$ cat src/rtl/ifetch_responder_if.sv
// Fetch-side bundle: PC generator handshake, instruction memory port and
// decode-facing FIFO head. The responder takes the slave modport and the
// surrounding logic (or a bench) takes the master modport.
//
// Handshake rules:
//   - The PC generator advances pc_in only in a cycle where stall_pc is 0.
//   - imem_req/imem_addr stay stable from the request until imem_ack;
//     imem_ack completes the single outstanding request.
//   - Decode pops the head in any cycle where instr_valid && instr_ready.
interface ifetch_responder_if;
  logic        go;
  logic [31:0] pc_in;
  logic        branch;
  logic        stall_pc;
  logic        imem_req;
  logic [31:0] imem_addr;
  logic        imem_ack;
  logic [31:0] imem_rdata;
  logic        instr_valid;
  logic        instr_ready;
  logic [31:0] instr_out;
  logic [31:0] instr_pc;
  logic        instr_fault;

  modport slave (
    input  go, pc_in, branch, imem_ack, imem_rdata, instr_ready,
    output stall_pc, imem_req, imem_addr, instr_valid, instr_out, instr_pc, instr_fault
  );

  modport master (
    output go, pc_in, branch, imem_ack, imem_rdata, instr_ready,
    input  stall_pc, imem_req, imem_addr, instr_valid, instr_out, instr_pc, instr_fault
  );
endinterface

$ cat src/rtl/ifetch_responder.sv
// Fetch responder: accepts one PC at a time from the PC generator, issues a
// single outstanding instruction-memory request and queues {pc, instr, fault}
// for decode. A branch flushes the queue and discards any in-flight response.
// Misaligned PCs skip memory and enqueue a NOP marked as faulted.
module ifetch_responder #(
  parameter int          DEPTH    = 2,
  parameter logic [31:0] NOP_INSN = 32'h0000_0013
) (
  input  logic                 clk,
  input  logic                 reset,
  ifetch_responder_if.slave    fetch_if,
  output logic [1:0]           dbg_state_o
);

  localparam int PW = $clog2(DEPTH);
  localparam int CW = PW + 1;
  localparam logic [CW-1:0] DEPTH_C = CW'(DEPTH);

  typedef enum logic [1:0] {
    S_IDLE  = 2'd0,
    S_WAIT  = 2'd1,
    S_FLUSH = 2'd2
  } state_t;

  state_t        state_q, state_d;
  logic [31:0]   req_pc_q, req_pc_d;

  logic [PW-1:0] wr_ptr_q, wr_ptr_d;
  logic [PW-1:0] rd_ptr_q, rd_ptr_d;
  logic [CW-1:0] count_q, count_d;

  logic [31:0]   pc_mem_q    [DEPTH];
  logic [31:0]   instr_mem_q [DEPTH];
  logic          fault_mem_q [DEPTH];

  logic          accept;
  logic          aligned;
  logic          push_mis;
  logic          push_mem;
  logic          push;
  logic          pop;
  logic          fifo_empty;
  logic [31:0]   push_pc;
  logic [31:0]   push_instr;
  logic          push_fault;

  // Accept/push/pop qualifiers; branch blocks every one of them.
  always_comb begin
    fifo_empty = (count_q == '0);
    aligned    = (fetch_if.pc_in[1:0] == 2'b00);
    accept     = fetch_if.go && (state_q == S_IDLE) && (count_q < DEPTH_C) && !fetch_if.branch;
    push_mis   = accept && !aligned;
    push_mem   = (state_q == S_WAIT) && fetch_if.imem_ack && !fetch_if.branch;
    push       = push_mis || push_mem;
    pop        = !fifo_empty && fetch_if.instr_ready && !fetch_if.branch;
    // Only one push source can be active: a misaligned push needs IDLE,
    // a memory push needs WAIT.
    if (push_mis) begin
      push_pc    = fetch_if.pc_in;
      push_instr = NOP_INSN;
      push_fault = 1'b1;
    end else begin
      push_pc    = req_pc_q;
      push_instr = fetch_if.imem_rdata;
      push_fault = 1'b0;
    end
  end

  // Next-state for the request FSM and the latched request PC.
  always_comb begin
    state_d  = state_q;
    req_pc_d = req_pc_q;
    if (accept) begin
      req_pc_d = fetch_if.pc_in;
    end
    case (state_q)
      S_IDLE: begin
        if (accept && aligned) begin
          state_d = S_WAIT;
        end
      end
      S_WAIT: begin
        // Ack wins over branch for the state: the request is done either way,
        // branch only decides whether the data is kept (handled by push_mem).
        if (fetch_if.imem_ack) begin
          state_d = S_IDLE;
        end else if (fetch_if.branch) begin
          state_d = S_FLUSH;
        end
      end
      S_FLUSH: begin
        if (fetch_if.imem_ack) begin
          state_d = S_IDLE;
        end
      end
      default: state_d = S_IDLE;
    endcase
  end

  // FSM state and request PC registers.
  always_ff @(posedge clk or negedge reset) begin
    if (!reset) begin
      state_q  <= S_IDLE;
      req_pc_q <= '0;
    end else begin
      state_q  <= state_d;
      req_pc_q <= req_pc_d;
    end
  end

  // FIFO pointer/count update; branch empties the queue outright.
  always_comb begin
    wr_ptr_d = wr_ptr_q;
    rd_ptr_d = rd_ptr_q;
    count_d  = count_q;
    if (fetch_if.branch) begin
      wr_ptr_d = '0;
      rd_ptr_d = '0;
      count_d  = '0;
    end else begin
      if (push) begin
        wr_ptr_d = wr_ptr_q + 1'b1;
      end
      if (pop) begin
        rd_ptr_d = rd_ptr_q + 1'b1;
      end
      case ({push, pop})
        2'b10:   count_d = count_q + 1'b1;
        2'b01:   count_d = count_q - 1'b1;
        default: count_d = count_q;
      endcase
    end
  end

  // FIFO pointer and count registers.
  always_ff @(posedge clk or negedge reset) begin
    if (!reset) begin
      wr_ptr_q <= '0;
      rd_ptr_q <= '0;
      count_q  <= '0;
    end else begin
      wr_ptr_q <= wr_ptr_d;
      rd_ptr_q <= rd_ptr_d;
      count_q  <= count_d;
    end
  end

  // FIFO storage write port.
  always_ff @(posedge clk or negedge reset) begin
    if (!reset) begin
      for (int i = 0; i < DEPTH; i++) begin
        pc_mem_q[i]    <= '0;
        instr_mem_q[i] <= '0;
        fault_mem_q[i] <= 1'b0;
      end
    end else if (push) begin
      pc_mem_q[wr_ptr_q]    <= push_pc;
      instr_mem_q[wr_ptr_q] <= push_instr;
      fault_mem_q[wr_ptr_q] <= push_fault;
    end
  end

  // Output drive: memory port from FSM, head fields forced to 0 when empty.
  always_comb begin
    fetch_if.stall_pc    = !accept;
    fetch_if.imem_req    = (state_q == S_WAIT) || (state_q == S_FLUSH);
    fetch_if.imem_addr   = req_pc_q;
    fetch_if.instr_valid = !fifo_empty;
    fetch_if.instr_out   = '0;
    fetch_if.instr_pc    = '0;
    fetch_if.instr_fault = 1'b0;
    if (!fifo_empty) begin
      fetch_if.instr_out   = instr_mem_q[rd_ptr_q];
      fetch_if.instr_pc    = pc_mem_q[rd_ptr_q];
      fetch_if.instr_fault = fault_mem_q[rd_ptr_q];
    end
    dbg_state_o = state_q;
  end

endmodule

$ cat src/flat_wrapper.sv
// flat-port wrapper written by rule: the top's interface ports become plain ports
module ifetch_responder_flat 
#(
  parameter int          DEPTH    = 2,
  parameter logic [31:0] NOP_INSN = 32'h0000_0013
)
  (clk, reset, dbg_state_o, fetch_if_go, fetch_if_pc_in, fetch_if_branch, fetch_if_imem_ack, fetch_if_imem_rdata, fetch_if_instr_ready, fetch_if_stall_pc, fetch_if_imem_req, fetch_if_imem_addr, fetch_if_instr_valid, fetch_if_instr_out, fetch_if_instr_pc, fetch_if_instr_fault);
  ifetch_responder_if fetch_if_i ();
  input  logic clk;
  input  logic reset;
  output logic [1:0] dbg_state_o;
  input wire logic [$bits(fetch_if_i.go)-1:0] fetch_if_go;
  input wire logic [$bits(fetch_if_i.pc_in)-1:0] fetch_if_pc_in;
  input wire logic [$bits(fetch_if_i.branch)-1:0] fetch_if_branch;
  input wire logic [$bits(fetch_if_i.imem_ack)-1:0] fetch_if_imem_ack;
  input wire logic [$bits(fetch_if_i.imem_rdata)-1:0] fetch_if_imem_rdata;
  input wire logic [$bits(fetch_if_i.instr_ready)-1:0] fetch_if_instr_ready;
  output wire logic [$bits(fetch_if_i.stall_pc)-1:0] fetch_if_stall_pc;
  output wire logic [$bits(fetch_if_i.imem_req)-1:0] fetch_if_imem_req;
  output wire logic [$bits(fetch_if_i.imem_addr)-1:0] fetch_if_imem_addr;
  output wire logic [$bits(fetch_if_i.instr_valid)-1:0] fetch_if_instr_valid;
  output wire logic [$bits(fetch_if_i.instr_out)-1:0] fetch_if_instr_out;
  output wire logic [$bits(fetch_if_i.instr_pc)-1:0] fetch_if_instr_pc;
  output wire logic [$bits(fetch_if_i.instr_fault)-1:0] fetch_if_instr_fault;
  assign fetch_if_i.go = fetch_if_go;
  assign fetch_if_i.pc_in = fetch_if_pc_in;
  assign fetch_if_i.branch = fetch_if_branch;
  assign fetch_if_i.imem_ack = fetch_if_imem_ack;
  assign fetch_if_i.imem_rdata = fetch_if_imem_rdata;
  assign fetch_if_i.instr_ready = fetch_if_instr_ready;
  assign fetch_if_stall_pc = fetch_if_i.stall_pc;
  assign fetch_if_imem_req = fetch_if_i.imem_req;
  assign fetch_if_imem_addr = fetch_if_i.imem_addr;
  assign fetch_if_instr_valid = fetch_if_i.instr_valid;
  assign fetch_if_instr_out = fetch_if_i.instr_out;
  assign fetch_if_instr_pc = fetch_if_i.instr_pc;
  assign fetch_if_instr_fault = fetch_if_i.instr_fault;
  ifetch_responder #(.DEPTH(DEPTH), .NOP_INSN(NOP_INSN)) u_core (.clk(clk), .reset(reset), .fetch_if(fetch_if_i), .dbg_state_o(dbg_state_o));
endmodule
$ cat config.mk
export PLATFORM = sky130hd
export DESIGN_NAME = ifetch_responder_flat
export DESIGN_NICKNAME = d
export VERILOG_FILES = /design/src/rtl/ifetch_responder_if.sv /design/src/rtl/ifetch_responder.sv /design/src/flat_wrapper.sv
export SDC_FILE = /design/constraint.sdc
export NUM_CORES = 1
export LEC_CHECK = 0
export ABC_CLOCK_PERIOD_IN_PS = 2800
export CAP_MARGIN = 20
export CORE_MARGIN = 2
export CORE_UTILIZATION = 40
export DETAILED_ROUTE_END_ITERATION = 6
export PLACE_DENSITY = 0.66
export SYNTH_ARGS = -nofsm -noshare
export SYNTH_HDL_FRONTEND = slang
export SYNTH_SLANG_ARGS = --single-unit
$ cat constraint.sdc
create_clock -name clk -period 2.8 [get_ports clk]
set_input_delay 0.42 -clock clk [delete_from_list [all_inputs] [get_ports clk]]
set_output_delay 0.42 -clock clk [all_outputs]
set_load 0.03 [all_outputs]
# After elaboration in Yosys (flattened, before gate mapping)
# Cells that the tools add are included.
[totals]
ff_bits = 168
latchBits = 0
ramBits = 0
rom_bits = 0
input_bits = 70
out_inout_bits = 102
wordCells = 84
mem_count = 0
[classes]
addsub = 4
multipliers = 0
div_mod_pow = 0
order_cmp = 4
eq_ne = 7
n_shift = 0
muxes = 33
bitwise = 2
n_reduce_logical = 23
[op_table]
columns = ["op", "count"]
rows = [
  ["32-bit 2-to-1 mux", 11],
  ["64-bit bitwise mux", 2],
  ["32-bit demux with 1-bit select", 1],
  ["1-bit logical AND", 10],
  ["1-bit 2-to-1 mux", 10],
  ["2-bit 2-to-1 mux", 5],
  ["2-bit logical NOT", 3],
  ["2-bit one-hot mux with 3 select lines", 1],
  ["2-bit by 1-bit equality test with 1-bit output, second input constant", 2],
  ["2-bit equality test, second input constant", 2],
  ["2-bit >= comparator, second input constant", 2],
  ["1-bit logical NOT", 4],
  ["2-bit inequality test, second input constant", 2],
  ["1-bit NOT with 2-bit output", 2],
  ["2-bit one-hot mux with 2 select lines", 1],
  ["2-bit nonzero test", 2],
  ["3-bit inequality test, second input constant", 1],
  ["3-bit AND reduction", 1],
  ["3-bit nonzero test", 1],
  ["1-bit adder, second input constant", 2],
  ["2-bit by 1-bit adder with 2-bit output, second input constant", 1],
  ["2-bit bitwise mux", 1],
  ["1-bit logical OR", 2],
  ["2-bit by 1-bit less-than comparator with 1-bit output, second input constant", 1],
  ["3 further kinds", 3],
]

# Depth between registers and ports, before layout
# Gate-level depths: netlist (run 1).
[logic_depth]
ltp_word = 9
mapped_depth = 10
depth_no_buf = 7

# Worst setup path before layout (run 1)
# OpenSTA, ideal clock, no wires.
[synth_path]
path_kind = "register -> output"
from = "register u_core.state_q[1] (netlist: u_core.dbg_state_o[1])"
to = "output fetch_if_stall_pc"
arrival_ps = 1783
t_required_ps = 2380
path_slack_ps = 597
path_stages_with_launch = 7
n_path_buf = 2
cell_sequence = "dfrtp_1 inv_1 ha_1 and4bb_1 buf_4 inv_4 clkbuf_1"
[synth_via]
elab_chain_cells = 5
[synth_rtl]
columns = ["item", "line_no", "source"]
rows = [
  ["start, declared", "ifetch_responder.sv:25", "state_t state_q, state_d;"],
  ["start signal, assigned", "ifetch_responder.sv:106", "state_q <= state_d;"],
  ["2-bit logical NOT", "ifetch_responder.sv:51", "accept = fetch_if.go && (state_q == S_IDLE) && (count_q < DEPTH_C) && !fetch_if.branch;"],
  ["1-bit logical AND (3 in a row)", "ifetch_responder.sv:51", ""],
  ["1-bit logical NOT", "ifetch_responder.sv:165", "fetch_if.stall_pc = !accept;"],
  ["end, declared", "flat_wrapper.sv:18", "output wire logic [$bits(fetch_if_i.stall_pc)-1:0] fetch_if_stall_pc;"],
]
# Every way passes these cells.

# Worst setup path in the final report (run 1)
[layout_path]
from = "register u_core.rd_ptr_q"
to = "output fetch_if_instr_pc[1]"
[layout_via]
elab_chain_cells = 5
[layout_rtl]
columns = ["item", "line_no", "source"]
rows = [
  ["start, declared", "ifetch_responder.sv:29", "logic [PW-1:0] rd_ptr_q, rd_ptr_d;"],
  ["start signal, assigned", "ifetch_responder.sv:143", "rd_ptr_q <= rd_ptr_d;"],
  ["1-bit NOT with 2-bit output (implied by the code)", "ifetch_responder.sv:174", "fetch_if.instr_pc = pc_mem_q[rd_ptr_q];"],
  ["32-bit 2-to-1 mux (implied by the code) (3 in a row)", "ifetch_responder.sv:174", ""],
  ["32-bit 2-to-1 mux", "ifetch_responder.sv:172", "if (!fifo_empty) begin"],
  ["end, declared", "flat_wrapper.sv:23", "output wire logic [$bits(fetch_if_i.instr_pc)-1:0] fetch_if_instr_pc;"],
]
# Every way passes these cells. The select of a mux whose other input is x is not followed.

==> results of run 1 <==
==> flip-flops by register name, indices dropped and copies added (netlist names) <==
name / count
u_core.pc_mem_q: 64
u_core.count_q: 2
u_core.dbg_state_o: 2
u_core.rd_ptr_q: 1
u_core.instr_mem_q: 64
u_core.wr_ptr_q: 1
u_core.fault_mem_q: 2
u_core.fetch_if.imem_addr: 32
==> synth_stat cells (2+ instances only) <==
library cell / number / area share [%]
dfrtp_1: 168 / 57
nand2_1: 92 / 4.7
nor2_1: 74 / 3.8
mux2i_1: 65 / 8.8
a2bb2oi_1: 60 / 7.1
a22o_1: 58 / 6.9
o22ai_1: 30 / 2.5
clkbuf_1: 28 / 1.4
buf_2: 22 / 1.5
inv_1: 7 / 0.36
mux2_2: 7 / 1.1
o21ai_0: 7 / 0.47
ha_1: 4 / 0.68
a21oi_1: 3 / 0.20
buf_1: 3 / 0.15
o22a_1: 3 / 0.36
o32a_1: 3 / 0.41
a21o_1: 2 / 0.20
o21ai_4: 2 / 0.44
xnor2_1: 2 / 0.24
==> power breakdown <==
group / leakage (nW) / internal (mW) / switching (mW)
Combinational: 2.03 / 2.46 / 2.98
Clock: 0.297 / 1.43 / 0.990
Sequential: 2.05 / 3.56 / 0.778
Total: 4.38 / 7.45 / 4.74
==> final cells by class <==
cell class                      instances  area share, %
Tap cell                              229           2.84
Clock inverter                         14           1.71
Multi-Input combinational cell        426           29.3
Clock buffer                           18           4.36
Inverter                                9          0.360
Sequential cell                       168           41.8
Timing Repair Buffer                  196           19.7
==> stage by stage <==
| stage | instances | cell area, µm² | setup WS [ns] | total power, mW |
|---|---|---|---|---|
| after floorplan | 657 | 7400 | 0.597 | 7.64 |
| after global placement | 1026 | 9420 | 0.157 | 9.58 |
| after detailed placement | 1026 | 9420 | 0.0745 | 9.77 |
| after CTS | 1060 | 10100 | 0.0215 | 12.3 |
| after global routing | 1060 | 10100 | 0.00286 | 12.9 |
| final | 1060 | 10100 | 0.0674 | 12.2 |
==> routing by layer <==
| layer | up-vias | global-route usage, % |
|---|---|---|
| met5 | - | 0 |
| met4 | 0 | 4.95 |
| met3 | 23 | 5.54 |
| met2 | 210 | 36.4 |
| met1 | 2994 | 28.5 |
| li1 | 2687 | - |
==> cells by family after synthesis <==
kind of cell / Yosys count / share of synthesized area, %
mux: 72 / 9.86
xor+xnor: 3 / 0.355
flops: 168 / 56.8
simple gates: 173 / 9.17
fa+ha+maj: 4 / 0.677
buf+inv: 63 / 3.65
compound gates: 174 / 19.4
==> worst paths after layout <==
kind	end	startpoint	depth (start not counted)	slack (ns)
min	u_core.instr_mem_q[18]	reset	2	0.49
min in group clk	u_core.instr_mem_q[32]	u_core.instr_mem_q[32]	1	0.50
max	fetch_if_instr_pc[1]	u_core.rd_ptr_q	4	0.07
max reg2reg	u_core.pc_mem_q[42]	u_core.dbg_state_o[1]	8	0.24
min reg2reg	u_core.instr_mem_q[32]	u_core.instr_mem_q[32]	1	0.50
max in group asynchronous	u_core.fetch_if.imem_addr[19]	reset	3	1.45
==> repair_timing <==
action,4_1_cts,5_1_grt
setup buffers,1,0
gates resized for setup,0,6
endpoints found under the setup margin,40,6
endpoints found under the hold margin,49,0
pin swaps,0,0
hold buffers,1,0
==> reports/results.ini, run 1 <==
[status]
status=complete, no violations

[route]
wl_mm=20.9
drt_iter0_drc=385
firstDrtPassIters=5
antenna_left=0
wl_per_cell_um=19.7
wl_met3_mm=1.38
wl_met1_mm=8.91
top_layer=met4
vias_per_cell=5.58
post-route-drc-count=0
vias=5914
dr_wl_met2_mm=10.4

[timing]
fin_crit_ns=2.73
finalSetupViolCount=0
maxSlewViolCount=0
relSlewSlack_pct=26.6
hold_viol_final=0
fmax_mhz=366
period_share_pct=97.6
fin_tns_setup_ns=0
clock_skew_ns=0.00732
hold_ws_ns=0.491
worstMarginPinSlew_ns=1.10
rsz0062_at_grt=false

[critical_path]
start_kind=flip-flop
path_buf_inv=2
crit_path_max_fanout=13
crit_chain=buf_4 -> mux2i_1 -> nor2_1 -> clkdlybuf4s50_1
critical_path.top_delay_family=buffers and inverters
critPathSlowestCell=clkdlybuf4s50_1
cp.required_ns=2.38
crit_type=flip-flop to output pin
end_kind=output pin
max_stage_delay_ns=0.71
cp.arrival_ns=2.31

[cells_and_area]
multi_input_area_um2=2950
n_fill_cell=1514
layout_common_cells=dfrtp_1 (167), clkdlybuf4s50_1 (165), nand2_1 (92)
drive_above_1_share_pct=9.03
ff_latch_area_um2=4210
fin_nets=892
diodes=0
syn_to_final_growth_pct=36.2
final_util_pct=55.9
layout_commonest_cell=dfrtp_1

[power_and_ir_drop]
max-vdd-ir-drop_v=0.000729
p_per_area_nw_per_um2=1210
leakage_nw=4.38

[clock_network]
clk_pin_slew_worst_paths_ns=0.06
numCtsBuffers=17
cts_buffer_depth=2
clkLatencyLatePin_ns=0.42
ctsHtreeMaxLevel=4
cts.sinks=168
cts_tree=built
root_buffer=clkbuf_16

[place]
place.gp.congestion=0.786
numPortBuffers=171
post-dp-hpwl_mm=13.7

[global_routing]
antenna_found_initial=0
grt_max_degree=83
grt_usage_pct=21.7
grt_remaining_overflow=0
grt_pass1_wl_mm=33.7
grt_pass1_vias=6168

[floorplanning]
start_util_pct=41.0
die_w_um=140
dieArea_um2=19600
design.core.area_um2=18000
rows=49
die_h_um=140
ios=172

[synthesis]
synth_area_um2=7400
synth-edff-count=0
synth-seq-cells=168
synth-seq-area-share_pct=56.8
synthFlopType=dfrtp_1
synth_cell_types=37
synth.avg_cell_area_um2=11.3
async_reset_ff_share_pct=100
synth_fp_nets=731
yosys_warnings=0
synth_cells=657

[job]
drv_cap=0

[min_path]
hp-class=input pin to async pin

Power figures use the tool's default switching activity.
==> inputs of run 2 (changes only) <==
--- a/config.mk
+++ b/config.mk
@@ -10,6 +10,7 @@
 export CORE_MARGIN = 2
 export CORE_UTILIZATION = 40
 export DETAILED_ROUTE_END_ITERATION = 6
+export MAX_ROUTING_LAYER = met4
 export PLACE_DENSITY = 0.66
 export SYNTH_ARGS = -nofsm -noshare
 export SYNTH_HDL_FRONTEND = slang
==> constraint.sdc (replaced) <==
create_clock -name clk -period 2.8 [get_ports clk]
set_input_delay 0.42 -clock clk [delete_from_list [all_inputs] [get_ports clk]]
set_output_delay 0.42 -clock clk [all_outputs]
set_load 0.02 [all_outputs]
==> run 2 against run 1 <==
- the flow now finishes with violations (negative hold slack)
- sequential share of layout area is essentially flat
- via count decreased by 0.49%
- worst hold slack worse by 0.52 ns
- largest power group unchanged
- highest routed layer unchanged
==> reports/results.ini, run 2 (same netlist as run 1, synthesis figures left out) <==
[place]
post-dp-hpwl_mm=13.5
placed_cell_area_um2=9480
numPortBuffers=171
place.gp.congestion=0.783

[clock_network]
numCtsBuffers=17
cts_buffer_depth=2
cts_tree=built
postCtsHoldBufs=0
ctsHtreeMaxLevel=4
root_buffer=clkbuf_16
clk_pin_slew_worst_paths_ns=0.06
clkLatencyLatePin_ns=0.43
cts.sinks=168

[route]
vias=5885
wl_mm=20.5
post-route-drc-count=0
drt_iter0_drc=296
firstDrtPassIters=4
antenna_left=0
wl_per_cell_um=19.3
vias_per_cell=5.54

[power_and_ir_drop]
p_per_area_nw_per_um2=1150
max-vdd-ir-drop_v=0.000629
leakage_nw=4.30

[timing]
hold_viol_final=13
maxSlewViolCount=0
finalSetupViolCount=0
worstMarginPinSlew_ns=0.626
clock_skew_ns=0.00770
fin_crit_ns=2.66
fin_tns_setup_ns=0
rsz0062_at_grt=false
hold_ws_ns=-0.0249
fmax_mhz=375
period_share_pct=95.2
relSlewSlack_pct=58.3

[floorplanning]
die_w_um=140
rows=49
start_util_pct=41.0
dieArea_um2=19600
ios=172
design.core.area_um2=18000
die_h_um=140

[global_routing]
grt_max_degree=68
use_met1_pct=28.5
grt.busiest_layer=met2
grt_remaining_overflow=0
grt_pass1_wl_mm=33.1
use_met3_pct=4.55
gr-usage-met2_pct=34.5
grt_usage_pct=21.7
antenna_found_initial=0
grt_pass1_vias=6257

[critical_path]
path_buf_inv=3
start_kind=flip-flop
cp.arrival_ns=2.24
critPathSlowestCell=clkdlybuf4s50_1
crit_type=flip-flop to output pin
crit_path_max_fanout=5
crit_chain=inv_1 -> ha_1 -> and4bb_1 -> inv_4 -> clkdlybuf4s50_1
critical_path.top_delay_family=buffers and inverters
end_kind=output pin
max_stage_delay_ns=0.72
cp.required_ns=2.38

[cells_and_area]
diodes=0
fin_nets=894
syn_to_final_growth_pct=36.2
drive_above_1_share_pct=9.24
final_area_um2=10100
layout_common_cells=clkdlybuf4s50_1 (170), dfrtp_1 (167), nand2_1 (92)
layout_commonest_cell=clkdlybuf4s50_1

[status]
status=finished, violations left
violations=negative hold slack

[min_path]
hp-class=input pin to async pin

[job]
drv_cap=0

-- run 2: worst paths after layout --
path / from / endpoint / slack, ns / cells past startpoint
min in group clk: u_core.instr_mem_q[33] / u_core.instr_mem_q[33] / 0.50 / 1
hold / removal: reset / u_core.dbg_state_o[0] / -0.02 / 1
setup reg to reg: u_core.dbg_state_o[0] / u_core.pc_mem_q[51] / 0.51 / 8
max in group asynchronous: reset / u_core.instr_mem_q[61] / 2.00 / 2
setup / recovery: u_core.dbg_state_o[0] / fetch_if_stall_pc / 0.14 / 5
hold reg to reg: u_core.instr_mem_q[33] / u_core.instr_mem_q[33] / 0.50 / 1
-- run 2: power by group --
group	switching (mW)	internal [mW]
combinational	2.52	2.48
clock	0.971	1.32
sequential	0.752	3.56
total	4.24	7.37
-- run 2: layout make-up --
class                   instances  area [µm²]
clock buffers                  18         429
clock inverters                14         148
fillers                      1514        7960
inverters                       9        36.3
multi-input cells             426        2950
flip-flops and latches        168        4210
well taps                     229         287
repair buffers                198        2010
-- run 2: stage by stage --
stage	setup slack [ns]	instances	power [mW]	util (%)
after floorplan	0.714	657	7.20	-
after global placement	0.117	1027	9.17	52.3
after detailed placement	0.276	1029	9.34	52.6
after CTS	0.00490	1061	11.7	55.8
after global routing	0.0523	1062	12.3	55.9
final	0.135	1062	11.6	55.9
-- run 2: timing repair --
action / CTS / global route
gates resized for setup: 0 / 0
setup buffers: 0 / 1
endpoints found under the hold margin: 0 / 0
setup endpoints to repair: 0 / 11
-- run 2: per-layer routing --
metal,share of wire (%),wire (µm)
met3,5.8,1190
met2,48,9860
met1,45,9210
met5,0,0
met4,1.0,210
==> inputs of run 3 (changes only) <==
--- a/config.mk
+++ b/config.mk
@@ -9,6 +9,7 @@
 export CAP_MARGIN = 20
 export CORE_MARGIN = 2
 export CORE_UTILIZATION = 40
+export CTS_CLUSTER_SIZE = 20
 export DETAILED_ROUTE_END_ITERATION = 6
 export MAX_ROUTING_LAYER = met4
 export PLACE_DENSITY = 0.66
==> constraint.sdc (replaced) <==
create_clock -name clk -period 2.8 [get_ports clk]
set_input_delay 0.56 -clock clk [delete_from_list [all_inputs] [get_ports clk]]
set_output_delay 0.56 -clock clk [all_outputs]
set_load 0.02 [all_outputs]
==> run 3 against run 2 <==
- the flow now finishes without violations
- via count grew 0.95%
- non-clock buffer count shrank 1
- routed wire length grew 0.13%
- critical path depth shrank 1
- critical path type unchanged
==> reports/results.ini, run 3 (same netlist as run 1, synthesis figures left out) <==
[critical_path]
worstSetupEndpoint=fetch_if_instr_out[28]
crit_type=flip-flop to output pin
cp.depth=4
critPathSlowestCell=clkdlybuf4s50_1
path_buf_inv=2
timing.rr.end=u_core.pc_mem_q[28]
ff2ff_path_depth=8
rrSetupSlack_ns=0.24
start_kind=flip-flop
reg2reg_from=u_core.dbg_state_o[1]
max_stage_delay_ns=0.56
crit_chain=nor2_4 -> buf_6 -> nor2_1 -> clkdlybuf4s50_1
crit_path_max_fanout=36
end_kind=output pin
critical_path.top_delay_family=buffers and inverters
startpoint=u_core.count_q[1]
cp.required_ns=2.24
cp.arrival_ns=2.16

[clock_network]
cts_buffer_depth=2
post_cts_buffers=0
post_cts_resize_count=3
clk_pin_slew_worst_paths_ns=0.07
numCtsBuffers=17
cts.sinks=168
cts_tree=built
postCtsHoldBufs=0
ctsHtreeMaxLevel=4
clkLatencyLatePin_ns=0.42
root_buffer=clkbuf_16

[job]
drv_cap=0

[timing]
maxSlewViolCount=0
fin_crit_ns=2.72
worstMarginPinSlew_ns=0.685
fmax_mhz=368
hold_viol_final=0
hold_ws_ns=0.167
period_share_pct=97.1
clock_skew_ns=0.00976
relSlewSlack_pct=54.4
worst_slack_ns=0.0812
rsz0062_at_grt=false
finalSetupViolCount=0

[route]
vias_per_cell=5.60
firstDrtPassIters=5
antenna_left=0
post-route-drc-count=0
vias=5941
drt_iter0_drc=349
wl_per_cell_um=19.3
wl_mm=20.5

[place]
place_ws_ns=-0.0686
numPortBuffers=171
place.gp.congestion=0.760
post-dp-hpwl_mm=13.5

[floorplanning]
rows=49
start_util_pct=41.0
design.core.area_um2=18000
die_h_um=140
dieArea_um2=19600
ios=172
die_w_um=140

[global_routing]
grt_usage_pct=21.8
grt_max_degree=74
grt_pass1_wl_mm=33.2
grt_remaining_overflow=0
grt_pass1_vias=6140
antenna_found_initial=0

[cells_and_area]
drive_above_1_share_pct=9.01
syn_to_final_growth_pct=35.8
diodes=0
layout_common_cells=clkdlybuf4s50_1 (169), dfrtp_1 (167), nand2_1 (92)
multi_input_area_um2=2950
fin_nets=893
ff_latch_area_um2=4210
n_fill_cell=1492
layout_commonest_cell=clkdlybuf4s50_1

[status]
status=complete, no violations

[min_path]
hp-class=input pin to async pin

[power_and_ir_drop]
max-vdd-ir-drop_v=0.000533
p_per_area_nw_per_um2=1150
leakage_nw=4.28

[run 3: changes by cell type in the layout (fill, tap and decap cells not counted), sizes merged]
| cell | delta |
|---|---|
| clkdlybuf4s50 | -1 |
| clkbuf | +2 |
| bufinv | -1 |
| dlymetal6s2s | +1 |
| clkinvlp | +2 |
| clkinv | -3 |
| buf | -1 |
[run 3: where the power goes]
group / switching (mW) / internal, mW
combinational: 2.56 / 2.48
clock: 0.985 / 1.26
sequential: 0.726 / 3.56
[run 3: final cells by class]
type                    instances  share of cell area [%]
inverters                       9                   0.361
multi-input cells             426                    29.4
clock inverters                12                    1.17
clock buffers                  20                    4.45
flip-flops and latches        168                    41.9
well taps                     229                    2.85
repair buffers                197                    19.9
[run 3: worst min-delay path by stage]
stage,start,to,slack (ns),depth (start not counted)
2_1_floorplan,reset,u_core.count_q[0],0.26,0
3_3_place_gp,u_core.instr_mem_q[33],u_core.instr_mem_q[33],0.48,1
3_5_place_dp,u_core.instr_mem_q[43],u_core.instr_mem_q[43],0.48,1
4_1_cts,reset,u_core.instr_mem_q[49],0.18,1
5_1_grt,reset,u_core.instr_mem_q[17],0.19,1
6_report,reset,u_core.instr_mem_q[17],0.17,1
[run 3: metal layers]
metal  vias to the layer above  part of all wire, %  track usage, %
met4                         0                 0.95            5.32
met3                        13                  6.9            5.26
met1                      3020                   44            28.5
li1                       2688                    -               -
met5                         -                    0               -
met2                       220                   48            34.5
[run 3: through the flow]
step	area (µm²)	TNS (ns)	total power [mW]	instances	utilization, %
5_1_grt	10000	0	12.2	1061	55.7
4_1_cts	10000	0	11.6	1061	55.7
3_5_place_dp	9460	-1.44	9.33	1029	52.5
3_3_place_gp	9430	-1.44	9.16	1028	52.3
2_1_floorplan	7400	0	7.20	657	-
6_report	10000	0	11.6	1061	55.7
